### config.mk
export PLATFORM = sky130hd
export DESIGN_NAME = ysyx_24110015_ifu_prefetch_flat
export DESIGN_NICKNAME = d
export VERILOG_FILES = /design/src/rtl/ysyx_24110015_ifu_pkg.sv /design/src/rtl/ysyx_24110015_ifu_mem_if.sv /design/src/rtl/ysyx_24110015_ifu_fifo.sv /design/src/rtl/ysyx_24110015_ifu_prefetch.sv /design/src/flat_wrapper.sv
export SDC_FILE = /design/constraint.sdc
export NUM_CORES = 1
export LEC_CHECK = 0
export ABC_AREA = 1
export CAP_MARGIN = 25
export CELL_PAD_IN_SITES_DETAIL_PLACEMENT = 0
export CELL_PAD_IN_SITES_GLOBAL_PLACEMENT = 1
export CORE_MARGIN = 3
export CORE_UTILIZATION = 42
export CTS_CLUSTER_DIAMETER = 120
export DETAILED_ROUTE_END_ITERATION = 12
export PLACE_DENSITY_LB_ADDON = 0.2
export SLEW_MARGIN = 10
export SYNTH_ARGS = -nofsm -noshare
export SYNTH_HDL_FRONTEND = slang
export SYNTH_SLANG_ARGS = --single-unit
### constraint.sdc
create_clock -name clk -period 5.2 [get_ports clk]
set_input_delay 1.04 -clock clk [delete_from_list [all_inputs] [get_ports clk]]
set_output_delay 1.04 -clock clk [all_outputs]
set_load 0.02 [all_outputs]
### src/rtl/ysyx_24110015_ifu_pkg.sv
// ysyx_24110015_ifu_pkg: shared FSM encoding and entry sizing for the prefetching IFU
package ysyx_24110015_ifu_pkg;
  typedef enum logic [1:0] {S_IDLE, S_REQ, S_WAIT, S_HALT} ifu_state_e;
  function automatic int entry_w(input int xlen);
    return 2 * xlen + 1;
  endfunction
endpackage

### src/rtl/ysyx_24110015_ifu_mem_if.sv
// ysyx_24110015_ifu_mem_if: single-outstanding request/response instruction memory port
interface ysyx_24110015_ifu_mem_if #(parameter int XLEN = 32);
  logic req_valid, req_ready, rsp_valid, rsp_err;
  logic [XLEN-1:0] req_addr, rsp_data;
  modport master(output req_valid, req_addr, input req_ready, rsp_valid, rsp_data, rsp_err);
  modport slave(input req_valid, req_addr, output req_ready, rsp_valid, rsp_data, rsp_err);
endinterface

### src/rtl/ysyx_24110015_ifu_fifo.sv
// ysyx_24110015_ifu_fifo: synchronous FIFO with flush; a push in the flush cycle lands in the emptied buffer
module ysyx_24110015_ifu_fifo #(
  parameter int WIDTH = 65,
  parameter int DEPTH = 2
) (
  input  logic                       clk,
  input  logic                       rst,
  input  logic                       flush,
  input  logic                       push,
  input  logic                       pop,
  input  logic [WIDTH-1:0]           din,
  output logic [WIDTH-1:0]           head,
  output logic [$clog2(DEPTH+1)-1:0] count
);
  localparam int PW = DEPTH > 1 ? $clog2(DEPTH) : 1;
  localparam int CW = $clog2(DEPTH + 1);
  logic [WIDTH-1:0] mem_q [DEPTH];
  logic [PW-1:0] rp_q, rp_d, wp_q, wp_d, wa;
  logic [CW-1:0] cnt_q, cnt_d;
  logic pop_ok;
  function automatic logic [PW-1:0] inc(input logic [PW-1:0] p);
    return p == PW'(DEPTH - 1) ? '0 : p + 1'b1;
  endfunction
  // pointer and occupancy update; flush wins over pop but not over push
  always_comb begin
    pop_ok = pop && cnt_q != '0;
    wa = flush ? '0 : wp_q;
    wp_d = push ? inc(wa) : wa;
    rp_d = flush ? '0 : pop_ok ? inc(rp_q) : rp_q;
    cnt_d = (flush ? '0 : cnt_q - CW'(pop_ok)) + CW'(push);
  end
  // state registers; storage itself needs no reset
  always_ff @(posedge clk) begin
    if (rst) begin
      rp_q <= '0;
      wp_q <= '0;
      cnt_q <= '0;
    end else begin
      rp_q <= rp_d;
      wp_q <= wp_d;
      cnt_q <= cnt_d;
    end
    if (push) mem_q[wa] <= din;
  end
  assign head = mem_q[rp_q];
  assign count = cnt_q;
endmodule

### src/rtl/ysyx_24110015_ifu_prefetch.sv
// ysyx_24110015_ifu_prefetch: sequential fetch with one outstanding request, redirect flush and instruction buffer
module ysyx_24110015_ifu_prefetch import ysyx_24110015_ifu_pkg::*; #(
  parameter int              XLEN       = 32,
  parameter logic [XLEN-1:0] RESET_PC   = 'h8000_0000,
  parameter int              FIFO_DEPTH = 2
) (
  input  logic                         clk,
  input  logic                         rst,
  input  logic                         fetch_en,
  input  logic                         redirect_valid,
  input  logic [XLEN-1:0]              redirect_pc,
  ysyx_24110015_ifu_mem_if.master      mem,
  output logic                         inst_valid,
  input  logic                         inst_ready,
  output logic [XLEN-1:0]              inst,
  output logic [XLEN-1:0]              inst_pc,
  output logic                         inst_fault
);
  localparam int EW = entry_w(XLEN);
  localparam int CW = $clog2(FIFO_DEPTH + 1);
  localparam logic [CW:0] DEPTH_C = (CW + 1)'(FIFO_DEPTH);
  ifu_state_e state_q, state_d;
  logic [XLEN-1:0] fetch_pc_q, fetch_pc_d, addr_q, addr_d, push_pc, push_inst;
  logic drop_q, drop_d, flush, push, push_fault, pop, mis;
  logic [CW-1:0] cnt;
  logic [CW:0] cnt_n;
  logic [EW-1:0] head;
  assign pop = inst_valid && inst_ready;
  assign mis = redirect_pc[1:0] != 2'b00;
  assign mem.req_valid = state_q == S_REQ;
  assign mem.req_addr = addr_q;
  // next-state: redirect first, then the sequential fetch protocol; the bus address only moves on entry to REQ
  always_comb begin
    state_d = state_q;
    fetch_pc_d = fetch_pc_q;
    addr_d = addr_q;
    drop_d = drop_q;
    flush = 1'b0;
    push = 1'b0;
    push_pc = addr_q;
    push_inst = mem.rsp_err ? '0 : mem.rsp_data;
    push_fault = mem.rsp_err;
    cnt_n = {1'b0, cnt};
    if (redirect_valid) begin
      flush = 1'b1;
      fetch_pc_d = redirect_pc;
      push = mis;
      push_pc = redirect_pc;
      push_inst = '0;
      push_fault = 1'b1;
      if (state_q == S_REQ) begin
        drop_d = 1'b1;
        state_d = mem.req_ready ? S_WAIT : S_REQ;
      end else if (state_q == S_WAIT && !mem.rsp_valid) begin
        drop_d = 1'b1;
      end else begin
        drop_d = 1'b0;
        state_d = mis ? S_HALT : S_REQ;
        addr_d = redirect_pc;
      end
    end else begin
      case (state_q)
        S_IDLE: if (fetch_en && {1'b0, cnt} < DEPTH_C) begin
          state_d = S_REQ;
          addr_d = fetch_pc_q;
        end
        S_REQ: if (mem.req_ready) begin
          state_d = S_WAIT;
          fetch_pc_d = drop_q ? fetch_pc_q : fetch_pc_q + XLEN'(4);
        end
        S_WAIT: if (mem.rsp_valid) begin
          drop_d = 1'b0;
          push = !drop_q;
          addr_d = fetch_pc_q;
          cnt_n = {1'b0, cnt} + (CW + 1)'(!drop_q) - (CW + 1)'(pop);
          state_d = (!drop_q && mem.rsp_err) || (drop_q && fetch_pc_q[1:0] != 2'b00) ? S_HALT :
                    fetch_en && cnt_n < DEPTH_C ? S_REQ : S_IDLE;
        end
        default: ;
      endcase
    end
  end
  // control registers
  always_ff @(posedge clk) begin
    if (rst) begin
      state_q <= S_IDLE;
      fetch_pc_q <= RESET_PC;
      addr_q <= '0;
      drop_q <= 1'b0;
    end else begin
      state_q <= state_d;
      fetch_pc_q <= fetch_pc_d;
      addr_q <= addr_d;
      drop_q <= drop_d;
    end
  end
  ysyx_24110015_ifu_fifo #(.WIDTH(EW), .DEPTH(FIFO_DEPTH)) u_fifo (
    .clk(clk), .rst(rst), .flush(flush), .push(push), .pop(pop),
    .din({push_pc, push_inst, push_fault}), .head(head), .count(cnt)
  );
  assign inst_valid = cnt != '0;
  assign inst_pc = inst_valid ? head[EW-1:XLEN+1] : '0;
  assign inst = inst_valid ? head[XLEN:1] : '0;
  assign inst_fault = inst_valid && head[0];
endmodule

### src/flat_wrapper.sv
// flat-port wrapper written by rule: the top's interface ports become plain ports
module ysyx_24110015_ifu_prefetch_flat import ysyx_24110015_ifu_pkg::*;
#(
  parameter int              XLEN       = 32,
  parameter logic [XLEN-1:0] RESET_PC   = 'h8000_0000,
  parameter int              FIFO_DEPTH = 2
)
  (clk, rst, fetch_en, redirect_valid, redirect_pc, inst_valid, inst_ready, inst, inst_pc, inst_fault, mem_req_valid, mem_req_addr, mem_req_ready, mem_rsp_valid, mem_rsp_data, mem_rsp_err);
  ysyx_24110015_ifu_mem_if #(.XLEN(XLEN)) mem_i ();
  input  logic clk;
  input  logic rst;
  input  logic fetch_en;
  input  logic redirect_valid;
  input  logic [XLEN-1:0] redirect_pc;
  output logic inst_valid;
  input  logic inst_ready;
  output logic [XLEN-1:0] inst;
  output logic [XLEN-1:0] inst_pc;
  output logic inst_fault;
  output wire logic [$bits(mem_i.req_valid)-1:0] mem_req_valid;
  output wire logic [$bits(mem_i.req_addr)-1:0] mem_req_addr;
  input wire logic [$bits(mem_i.req_ready)-1:0] mem_req_ready;
  input wire logic [$bits(mem_i.rsp_valid)-1:0] mem_rsp_valid;
  input wire logic [$bits(mem_i.rsp_data)-1:0] mem_rsp_data;
  input wire logic [$bits(mem_i.rsp_err)-1:0] mem_rsp_err;
  assign mem_req_valid = mem_i.req_valid;
  assign mem_req_addr = mem_i.req_addr;
  assign mem_i.req_ready = mem_req_ready;
  assign mem_i.rsp_valid = mem_rsp_valid;
  assign mem_i.rsp_data = mem_rsp_data;
  assign mem_i.rsp_err = mem_rsp_err;
  ysyx_24110015_ifu_prefetch #(.XLEN(XLEN), .RESET_PC(RESET_PC), .FIFO_DEPTH(FIFO_DEPTH)) u_core (.clk(clk), .rst(rst), .fetch_en(fetch_en), .redirect_valid(redirect_valid), .redirect_pc(redirect_pc), .mem(mem_i), .inst_valid(inst_valid), .inst_ready(inst_ready), .inst(inst), .inst_pc(inst_pc), .inst_fault(inst_fault));
endmodule
==> impl_metrics.csv, run 1 <==
group,metric,value,unit
status,outcome,"complete, no violations",
pwr,pwr-share-seq,0.431,
flow_run,cap_violations,0,
global_routing,grtUsageMet2,0.347,
detailed_routing,wire_per_inst,15.1,microns
final_layout,nFillCells,2210,
detailed_routing,wirelength,25500,microns
floorplan,start_util,0.431,
yosys,ys_seq_area_frac,0.543,
pwr,combPwrFrac,0.239,
setup_path,cp.required,4.16,ns
sta,max_freq,0.262,GHz
final_layout,num_antenna_cells,0,
setup_path,crit_arrival,2.78,ns
final_layout,fin_util,0.545,
setup_path,end_kind,"primary output",
global_routing,met3_usage,0.0273,
global_routing,grtUsageTotal,0.200,
pwr,p_int,3.23,mW
detailed_routing,drt_pass1_iterations,5,
final_layout,design_area,0.0125,sq mm
sta,worstMarginPinSlew,0.939,ns
global_routing,globalRoute.totalOverflow,0,
placement,dp_slack,1.67,ns
setup_path,r2r-end,"u_core.state_q[0]$_SDFFE_PP0P_",
clock_tree,cts_max_level,1,
setup_path,reg2reg_from,"u_core.u_fifo.count[1]$_SDFF_PP0_",
final_layout,area_growth,26.5,%
setup_path,startpoint_type,"register",
setup_path,path_max_fanout,46,
final_layout,nNetsFinal,1441,
setup_path,rrSetupSlack,2.59,ns
pwr,p_switching,1.34,mW
floorplan,dieArea,0.0253,sq mm
floorplan,die_x,159,microns
pwr,irDropWorstVdd,0.000224,V
global_routing,first_global_vias,8137,
detailed_routing,drtAntennaViolNets,0,
sta,hold_viol,0,
yosys,synth-edff-count,130,
floorplan,io_pins,171,
floorplan,core_region_area,0.0228,sq mm
pwr,power_density,367,mW/mm^2
pwr,power.share.clock,0.330,
clock_tree,clock_latency,0.49,ns
yosys,ys_types,37,
yosys,synth_seq_cells,202,
sta,finalMaxSlewViolations,0,
global_routing,grt-busiest-layer,"met2",
sta,slew_headroom,0.374,
hold_path,hold_start,"u_core.u_fifo.rp_q$_SDFFE_PP0P_",
pwr,leakage,5.05,nW
detailed_routing,drc,0,
global_routing,antenna_found_initial,0,
pwr,total_power,4.58,mW
final_layout,multi_input_area,0.00373,sq mm
placement,io_buffers,170,
final_layout,drive_gt1_frac,0.0480,
sta,rsz0062_at_grt,"false",
placement,place_area,0.0117,sq mm
placement,dp_hpwl,17000,microns
placement,place_congestion,0.820,
final_layout,seq_area,0.00535,sq mm
floorplan,die_h,159,microns
sta,fin_tns_setup,0,ns
clock_tree,cts_resized,0,
detailed_routing,drt_iter0_drc,628,
global_routing,grt_start_max_net_pins,81,
sta,setup_viol,0,
sta,layout_setup_ws,1.38,ns
sta,period_share,0.734,
hold_path,hold_path_class,"register to register",
yosys,synth_area,0.00985,sq mm
setup_path,reg2reg_depth,12,
clock_tree,max-clock-path-buffers,3,
clock_tree,cts_tree,"yes",
yosys,async_reset_ff_frac,0,
clock_tree,clock_sinks,202,
clock_tree,root_buffer,"clkbuf_16",
global_routing,met1_usage,0.270,
yosys,synthesis.nets,1301,
clock_tree,post_cts_buffers,0,
clock_tree,clk_pin_slew_worst_paths,0.06,ns
detailed_routing,vias_per_cell,4.92,
setup_path,critPathKind,"register to primary output",
hold_path,min_path_cells,2,
sta,period_minus_slack,3.82,ns
floorplan,row_count,55,
sta,skew,0.00926,ns
yosys,yosysWarningCount,0,
global_routing,grt_pass1_wl,42100,microns
clock_tree,cts-buffers-inserted,22,
clock_tree,hold_buffers,0,
yosys,syn_inst,1219,
detailed_routing,routed-via-count,8308,
yosys,syn_avg_cell_area,8.08,sq um
pwr,swShare,0.293,
yosys,synthFlopType,"edfxtp_1",
power by group through the flow:
stage	Combinational, mW	Sequential [mW]	Clock [mW]
floorplan	0.609	2.05	0
global placement	1.09	2.01	0
detailed placement	1.09	2.01	0
CTS	1.10	1.97	1.55
global route	1.22	1.99	1.62
finish	1.09	1.97	1.51
Yosys cell counts, types with 5 or more instances:
library cell	count	share of area
nand4_1	16	0.010
edfxtp_1	130	0.40
buf_6	7	0.0080
nor2_1	152	0.058
buf_2	12	0.0061
inv_1	125	0.048
buf_1	13	0.0050
o21ai_0	82	0.042
nor2_2	5	0.0032
ha_1	9	0.011
dfxtp_1	72	0.15
a21oi_1	91	0.046
clkbuf_1	27	0.010
nand2_1	363	0.14
nand3_1	68	0.035
nor3_1	10	0.0051
o211ai_1	5	0.0038
per-stage QoR:
stage | hold WS (ns) | std cells
2_1_floorplan | 0.460 | 1219
3_3_place_gp | 0.466 | 1646
3_5_place_dp | 0.490 | 1646
4_1_cts | 0.501 | 1685
5_1_grt | 0.542 | 1687
6_report | 0.496 | 1687
sequential cells by signal, indices dropped and copies added, names as in the netlist, named ones only:
| name | count |
|---|---|
| u_core.fetch_pc_q | 32 |
| u_core.u_fifo.wp_q | 1 |
| u_core.drop_q | 1 |
| u_core.mem.req_addr | 32 |
| u_core.state_q | 2 |
| u_core.u_fifo.count | 2 |
| u_core.u_fifo.mem_q | 130 |
| u_core.u_fifo.rp_q | 1 |
layer usage:
layer / vias up / routed length (microns)
li1: 4253 / -
met1: 3832 / 11800
met2: 193 / 12300
met3: 30 / 1160
met4: 0 / 314
met5: - / 0
logic make-up after synthesis:
family / count (synthesis) / share of synthesized area
DFF: 202 / 0.543
adders and majority gates: 10 / 0.0135
AOI/OAI and AO/OA: 192 / 0.105
and+or+nand+nor: 622 / 0.257
buffers and inverters: 193 / 0.0820
area by class of cell:
type | instances | area share
clock inverter | 7 | 0.00723
inverter | 129 | 0.0389
timing repair buffer | 180 | 0.145
tap | 313 | 0.0314
multi-input combinational | 824 | 0.299
sequential | 202 | 0.429
clock buffer | 32 | 0.0489
how the worst max path moves through the flow:
stage	end	slack, ns	depth (start not counted)
after floorplan	u_core.u_fifo.mem_q[0][0]$_DFFE_PP_	1.56	4
final	inst_pc[14]	1.38	5
after global routing	inst_pc[13]	1.21	5
after CTS	inst_pc[13]	1.31	5
after detailed placement	u_core.u_fifo.mem_q[0][14]$_DFFE_PP_	1.67	4
after global placement	u_core.u_fifo.mem_q[1][15]$_DFFE_PP_	1.66	5
worst max-delay path: stages, from the launching register on:
cell and delay [ns]:
dfxtp_2 0.32, inv_2 0.60, buf_4 0.39, nand2_1 0.08, a21oi_1 0.23, clkdlybuf4s50_1 0.66
layout by cell type, fill, tap and decap left out, types with 2 or more instances in the layout:
cell and instances:
or2_2 2, a41oi_1 2, clkbuf_16 23, ha_1 7, nand2_1 363, ha_4 2
o21bai_1 3, nor2_1 151, clkbuf_1 9, clkdlybuf4s50_1 169, inv_2 5, clkinvlp_2 2
a21oi_1 91, nor2_4 3, edfxtp_1 130, buf_4 9, nor3_1 10, nor2_2 5
o21ai_0 82, bufinv_16 2, o211ai_1 5, nand4_1 16, inv_1 124, nand3_1 68
o2111ai_1 2, dfxtp_1 71
Note: power is estimated with default switching activity, not from simulation.
==> run 2: changes to the inputs <==
--- a/config.mk
+++ b/config.mk
@@ -10,7 +10,7 @@
 export CELL_PAD_IN_SITES_DETAIL_PLACEMENT = 0
 export CELL_PAD_IN_SITES_GLOBAL_PLACEMENT = 1
 export CORE_MARGIN = 3
-export CORE_UTILIZATION = 42
+export CORE_UTILIZATION = 39
 export CTS_CLUSTER_DIAMETER = 120
 export DETAILED_ROUTE_END_ITERATION = 12
 export PLACE_DENSITY_LB_ADDON = 0.2
==> constraint.sdc (replaced) <==
create_clock -name clk -period 3.8 [get_ports clk]
set_input_delay 0.76 -clock clk [delete_from_list [all_inputs] [get_ports clk]]
set_output_delay 0.76 -clock clk [all_outputs]
set_load 0.02 [all_outputs]
==> run 2 against run 1 <==
  * Register-to-register slack got worse by 1.6 ns
  * Clock power increased by 43%
  * Final cell count increased by 1.4%
  * Flip-flop and latch count unchanged
  * First-iteration DRC count decreased by 4.6%
  * Wire length increased by 6.6%
  * Via count increased by 0.88%
  * Core utilization decreased by 3.3 points
  * Combinational power increased by 40%
  * Clock skew increased by 0.0014 ns
  * Critical endpoint is now inst_pc[19]
==> impl_metrics.csv, run 2 (same netlist as run 1, synthesis figures left out) <==
group,metric,value,unit
status,outcome,"complete, no violations",
hold_path,hold_path_class,"register to register",
clock_tree,cts-buffers-inserted,24,
detailed_routing,wire_per_inst,15.9,microns
pwr,leakage,5.13,nW
final_layout,drive_gt1_frac,0.0548,
sta,finalMaxSlewViolations,0,
global_routing,grt_start_max_net_pins,134,
floorplan,start_util,0.400,
detailed_routing,drt_iter0_drc,599,
floorplan,dieArea,0.0272,sq mm
final_layout,area_growth,28.1,%
clock_tree,post_cts_buffers,0,
sta,slew_headroom,0.459,
global_routing,grt_pass1_wl,42300,microns
clock_tree,cts_resized,0,
global_routing,antenna_found_initial,0,
sta,period_share,0.870,
clock_tree,cts_tree,"yes",
global_routing,first_global_vias,7888,
clock_tree,clock_latency,0.51,ns
clock_tree,cts_max_level,1,
floorplan,die_h,165,microns
sta,period_minus_slack,3.31,ns
detailed_routing,drtAntennaViolNets,0,
floorplan,die_x,165,microns
sta,fin_tns_setup,0,ns
setup_path,path_max_fanout,30,
final_layout,num_antenna_cells,0,
sta,worstMarginPinSlew,0.812,ns
detailed_routing,drc,0,
detailed_routing,wirelength,27200,microns
flow_run,cap_violations,0,
pwr,power.share.clock,0.338,
global_routing,globalRoute.totalOverflow,0,
floorplan,row_count,57,
floorplan,core_region_area,0.0246,sq mm
clock_tree,clk_pin_slew_worst_paths,0.06,ns
setup_path,cp.required,3.04,ns
clock_tree,clock_sinks,202,
final_layout,mostFrequentLayoutCells,"363 x nand2_1, 169 x clkdlybuf4s50_1, 151 x nor2_1",
placement,io_buffers,170,
placement,place_congestion,0.855,
clock_tree,hold_buffers,0,
sta,rsz0062_at_grt,"false",
setup_path,critPathKind,"register to primary output",
pwr,p_int,4.48,mW
detailed_routing,routed-via-count,8381,
detailed_routing,vias_per_cell,4.90,
final_layout,layout_commonest_cell,"nand2_1",
pwr,p_switching,1.91,mW
pwr,pwr-share-seq,0.422,
pwr,irDropWorstVdd,0.000287,V
final_layout,largest_reg_flops,130,
clock_tree,root_buffer,"clkbuf_16",
pwr,swShare,0.299,
detailed_routing,drt_pass1_iterations,6,
global_routing,grtUsageTotal,0.195,
sta,skew,0.0106,ns
sta,max_freq,0.302,GHz
setup_path,end_kind,"primary output",
setup_path,startpoint_type,"register",
placement,place_area,0.0119,sq mm
pwr,combPwrFrac,0.240,
sta,hold_viol,0,
final_layout,design_area,0.0126,sq mm
sta,setup_viol,0,
setup_path,crit_arrival,2.55,ns
pwr,power_density,507,mW/mm^2
final_layout,nFillCells,2389,
clock_tree,max-clock-path-buffers,3,
floorplan,io_pins,171,
final_layout,top_register,"u_core.u_fifo.mem_q",
placement,dp_hpwl,18200,microns
final_layout,nNetsFinal,1451,
==> run 2: changes by cell type in the layout (fill, tap and decap cells not counted), sizes merged <==
| cell | before | now |
|---|---|---|
| bufinv | 2 | 1 |
| clkinv | 1 | 6 |
| clkinvlp | 3 | 1 |
| buf | 11 | 19 |
| inv | 130 | 129 |
| clkbuf | 32 | 36 |
==> run 2: power by group through the flow <==
stage          registers, mW  clock network (mW)  logic (mW)
2_1_floorplan           2.81                   0       0.833
6_report                2.70                2.16        1.53
3_5_place_dp            2.74                   0        1.54
5_1_grt                 2.72                2.29        1.71
4_1_cts                 2.70                2.22        1.55
3_3_place_gp            2.74                   0        1.54
==> run 2: per-stage QoR <==
| step | total power, mW | std cells | hold WS, ns | worst slack [ns] | utilization |
|---|---|---|---|---|---|
| final | 6.39 | 1711 | 0.480 | 0.493 | 0.513 |
| after detailed placement | 4.29 | 1667 | 0.474 | 0.746 | 0.483 |
| after global routing | 6.72 | 1711 | 0.531 | 0.359 | 0.513 |
| after floorplan | 3.64 | 1219 | 0.460 | 0.437 | - |
| after CTS | 6.47 | 1711 | 0.479 | 0.472 | 0.513 |
| after global placement | 4.28 | 1667 | 0.469 | 0.809 | 0.483 |
==> run 2: worst max-delay path, cell delays in order, from the launching register on <==
cell,delay [ns]
dfxtp_1,0.38
nor2_4,0.48
buf_4,0.45
a21oi_1,0.14
clkdlybuf4s50_1,0.57
==> run 2: final timing paths <==
check                                                        from                              to  slack [ns]  cells after the start
worst max-delay path            u_core.u_fifo.count[1]$_SDFF_PP0_                     inst_pc[19]        0.49                      4
worst min-delay path              u_core.u_fifo.rp_q$_SDFFE_PP0P_                        register        0.48                      2
worst max register to register  u_core.u_fifo.count[1]$_SDFF_PP0_  u_core.state_q[0]$_SDFFE_PP0P_        1.02                     12
worst min register to register    u_core.u_fifo.rp_q$_SDFFE_PP0P_                        register        0.48                      2
==> run 2: metal layers <==
layer / part of all wire / up-vias / wire, microns / global-route usage
met1: 0.48 / 3892 / 12900 / 0.281
met4: 0.013 / 0 / 345 / 0.0381
li1: - / 4276 / - / -
met2: 0.46 / 187 / 12500 / 0.314
met3: 0.051 / 26 / 1390 / 0.0316
met5: 0 / - / 0 / 0
==> run 2: area by class of cell <==
type | count | area, sq um | share of cell area
multi-input cells | 824 | 3730 | 0.296
clock inverters | 8 | 63.8 | 0.00506
repair buffers | 188 | 1910 | 0.151
well taps | 324 | 405 | 0.0321
inverters | 129 | 484 | 0.0384
flip-flops and latches | 202 | 5350 | 0.424
clock buffers | 36 | 677 | 0.0536
==> run 3: changes to the inputs <==
--- a/config.mk
+++ b/config.mk
@@ -14,6 +14,7 @@
 export CTS_CLUSTER_DIAMETER = 120
 export DETAILED_ROUTE_END_ITERATION = 12
 export PLACE_DENSITY_LB_ADDON = 0.2
+export REMOVE_ABC_BUFFERS = 1
 export SLEW_MARGIN = 10
 export SYNTH_ARGS = -nofsm -noshare
 export SYNTH_HDL_FRONTEND = slang
==> run 3 against run 2 <==
  * Worst setup slack gained 0.23 ns
  * Non-clock buffer count grew 1
  * Maximum frequency grew 7.6%
  * Sequential share of layout area shrank 0.12 points
  * Critical endpoint is now inst_fault
  * First-iteration DRC count grew 14%
  * Hold slack gained 0.0026 ns
==> impl_metrics.csv, run 3 (same netlist as run 1, synthesis figures left out) <==
group,metric,value,unit
status,outcome,"complete, no violations",
final_layout,mostFrequentLayoutCells,"363 x nand2_1, 169 x clkdlybuf4s50_1, 151 x nor2_1",
sta,rsz0062_at_grt,"false",
setup_path,end_kind,"primary output",
setup_path,critPathKind,"register to primary output",
floorplan,dieArea,0.0272,sq mm
detailed_routing,wire_per_inst,15.6,microns
clock_tree,cts_max_level,1,
sta,max_freq,0.325,GHz
sta,period_minus_slack,3.07,ns
final_layout,fin_util,0.514,
setup_path,crit_arrival,2.31,ns
clock_tree,hold_buffers,0,
global_routing,antenna_found_initial,0,
hold_path,hold_path_class,"register to register",
clock_tree,post_cts_buffers,0,
sta,hold_viol,0,
detailed_routing,wirelength,26700,microns
sta,worstMarginPinSlew,0.621,ns
final_layout,nNetsFinal,1451,
setup_path,path_cells,"buf_4 > nand2_1 > a21oi_1 > clkdlybuf4s50_1",
sta,fin_tns_setup,0,ns
clock_tree,cts_tree,"yes",
setup_path,path_max_fanout,47,
global_routing,grt_pass1_wl,41800,microns
pwr,power_density,516,mW/mm^2
sta,setup_viol,0,
detailed_routing,routed-via-count,8430,
pwr,leakage,5.15,nW
floorplan,core_region_area,0.0246,sq mm
setup_path,crit_family,"buffers and inverters",
pwr,power.share.clock,0.355,
detailed_routing,drtAntennaViolNets,0,
final_layout,layout_commonest_cell,"nand2_1",
detailed_routing,drt_iter0_drc,684,
pwr,pwr-share-seq,0.413,
clock_tree,clock_sinks,202,
global_routing,first_global_vias,8046,
global_routing,grtUsageTotal,0.192,
sta,finalMaxSlewViolations,0,
global_routing,grt_start_max_net_pins,116,
placement,dp_hpwl,17400,microns
floorplan,die_h,165,microns
global_routing,globalRoute.totalOverflow,0,
clock_tree,root_buffer,"clkbuf_16",
final_layout,largest_reg_flops,130,
clock_tree,clk_pin_slew_worst_paths,0.06,ns
pwr,p_int,4.65,mW
floorplan,start_util,0.400,
floorplan,row_count,57,
detailed_routing,drt_pass1_iterations,5,
clock_tree,clock_latency,0.50,ns
final_layout,area_growth,28.4,%
pwr,p_switching,1.88,mW
final_layout,top_register,"u_core.u_fifo.mem_q",
floorplan,io_pins,171,
setup_path,startpoint_type,"register",
final_layout,nFillCells,2359,
detailed_routing,drc,0,
setup_path,cp_slowest_cell,"clkdlybuf4s50_1",
setup_path,cp.required,3.04,ns
final_layout,drive_gt1_frac,0.0570,
flow_run,cap_violations,0,
clock_tree,max-clock-path-buffers,3,
sta,period_share,0.809,
placement,place_congestion,0.818,
clock_tree,cts_resized,0,
floorplan,die_x,165,microns
pwr,combPwrFrac,0.232,
pwr,swShare,0.288,
clock_tree,cts-buffers-inserted,23,
detailed_routing,vias_per_cell,4.93,
sta,slew_headroom,0.586,
setup_path,crit_buf_inv,2,
setup_path,cp_slowest_stage_delay,0.65,ns
sta,skew,0.0165,ns
placement,io_buffers,170,
pwr,irDropWorstVdd,0.000327,V
run 3: changes by cell type in the layout (fill, tap and decap cells not counted):
cell / previous run / this run
clkbuf_1: 10 / 4
bufinv_16: 1 / 5
buf_4: 13 / 16
buf_12: 6 / 4
clkbuf_16: 25 / 23
clkinv_1: 3 / 4
diode_2: 0 / 1
run 3: worst reg2reg max path, delay by kind of cell, from the launching register on:
family | cells | cell delay [ns]
AOI/OAI and AO/OA | 3 | 0.39
adders and majority gates | 2 | 0.66
DFF | 1 | 0.38
and+or+nand+nor | 5 | 0.70
buffers and inverters | 3 | 0.67
run 3: worst paths after layout:
path                                           from                             end  slack (ns)  cells after the start
hold / removal      u_core.u_fifo.rp_q$_SDFFE_PP0P_                        register        0.48                      2
hold reg to reg     u_core.u_fifo.rp_q$_SDFFE_PP0P_                        register        0.48                      2
setup / recovery                           register                      inst_fault        0.73                      4
setup reg to reg  u_core.u_fifo.count[1]$_SDFF_PP0_  u_core.state_q[0]$_SDFFE_PP0P_        0.94                     13
run 3: power groups by stage:
stage / logic [mW] / clock network [mW] / registers (mW)
2_1_floorplan: 0.748 / 0 / 2.81
3_3_place_gp: 1.52 / 0 / 2.74
3_5_place_dp: 1.53 / 0 / 2.74
4_1_cts: 1.54 / 2.38 / 2.70
5_1_grt: 1.68 / 2.47 / 2.72
6_report: 1.51 / 2.32 / 2.70
run 3: through the flow:
step / total power [mW] / hold WS, ns / cell area [sq um] / instances / worst slack (ns)
global placement: 4.25 / 0.480 / 11900 / 1668 / 0.879
global route: 6.87 / 0.506 / 12700 / 1709 / 0.576
floorplan: 3.56 / 0.461 / 9530 / 1155 / -0.921
CTS: 6.61 / 0.488 / 12700 / 1709 / 0.641
finish: 6.53 / 0.483 / 12700 / 1710 / 0.725
detailed placement: 4.27 / 0.479 / 11900 / 1668 / 0.792
run 3: final cells by class:
type                    count  area, sq um  area share
clock buffers              28          604      0.0478
multi-input cells         824         3730       0.295
flip-flops and latches    202         5350       0.423
clock inverters            13          188      0.0148
well taps                 324          405      0.0320
inverters                 129          484      0.0383
diodes                      1         2.50    0.000198
repair buffers            189         1890       0.150
run 3: per-layer routing:
layer / GRT usage / up-vias / part of all wire
li1: - / 4278 / -
met1: 0.257 / 3890 / 0.45
met2: 0.327 / 227 / 0.47
met3: 0.0293 / 35 / 0.061
met4: 0.0461 / 0 / 0.017
met5: 0 / - / 0
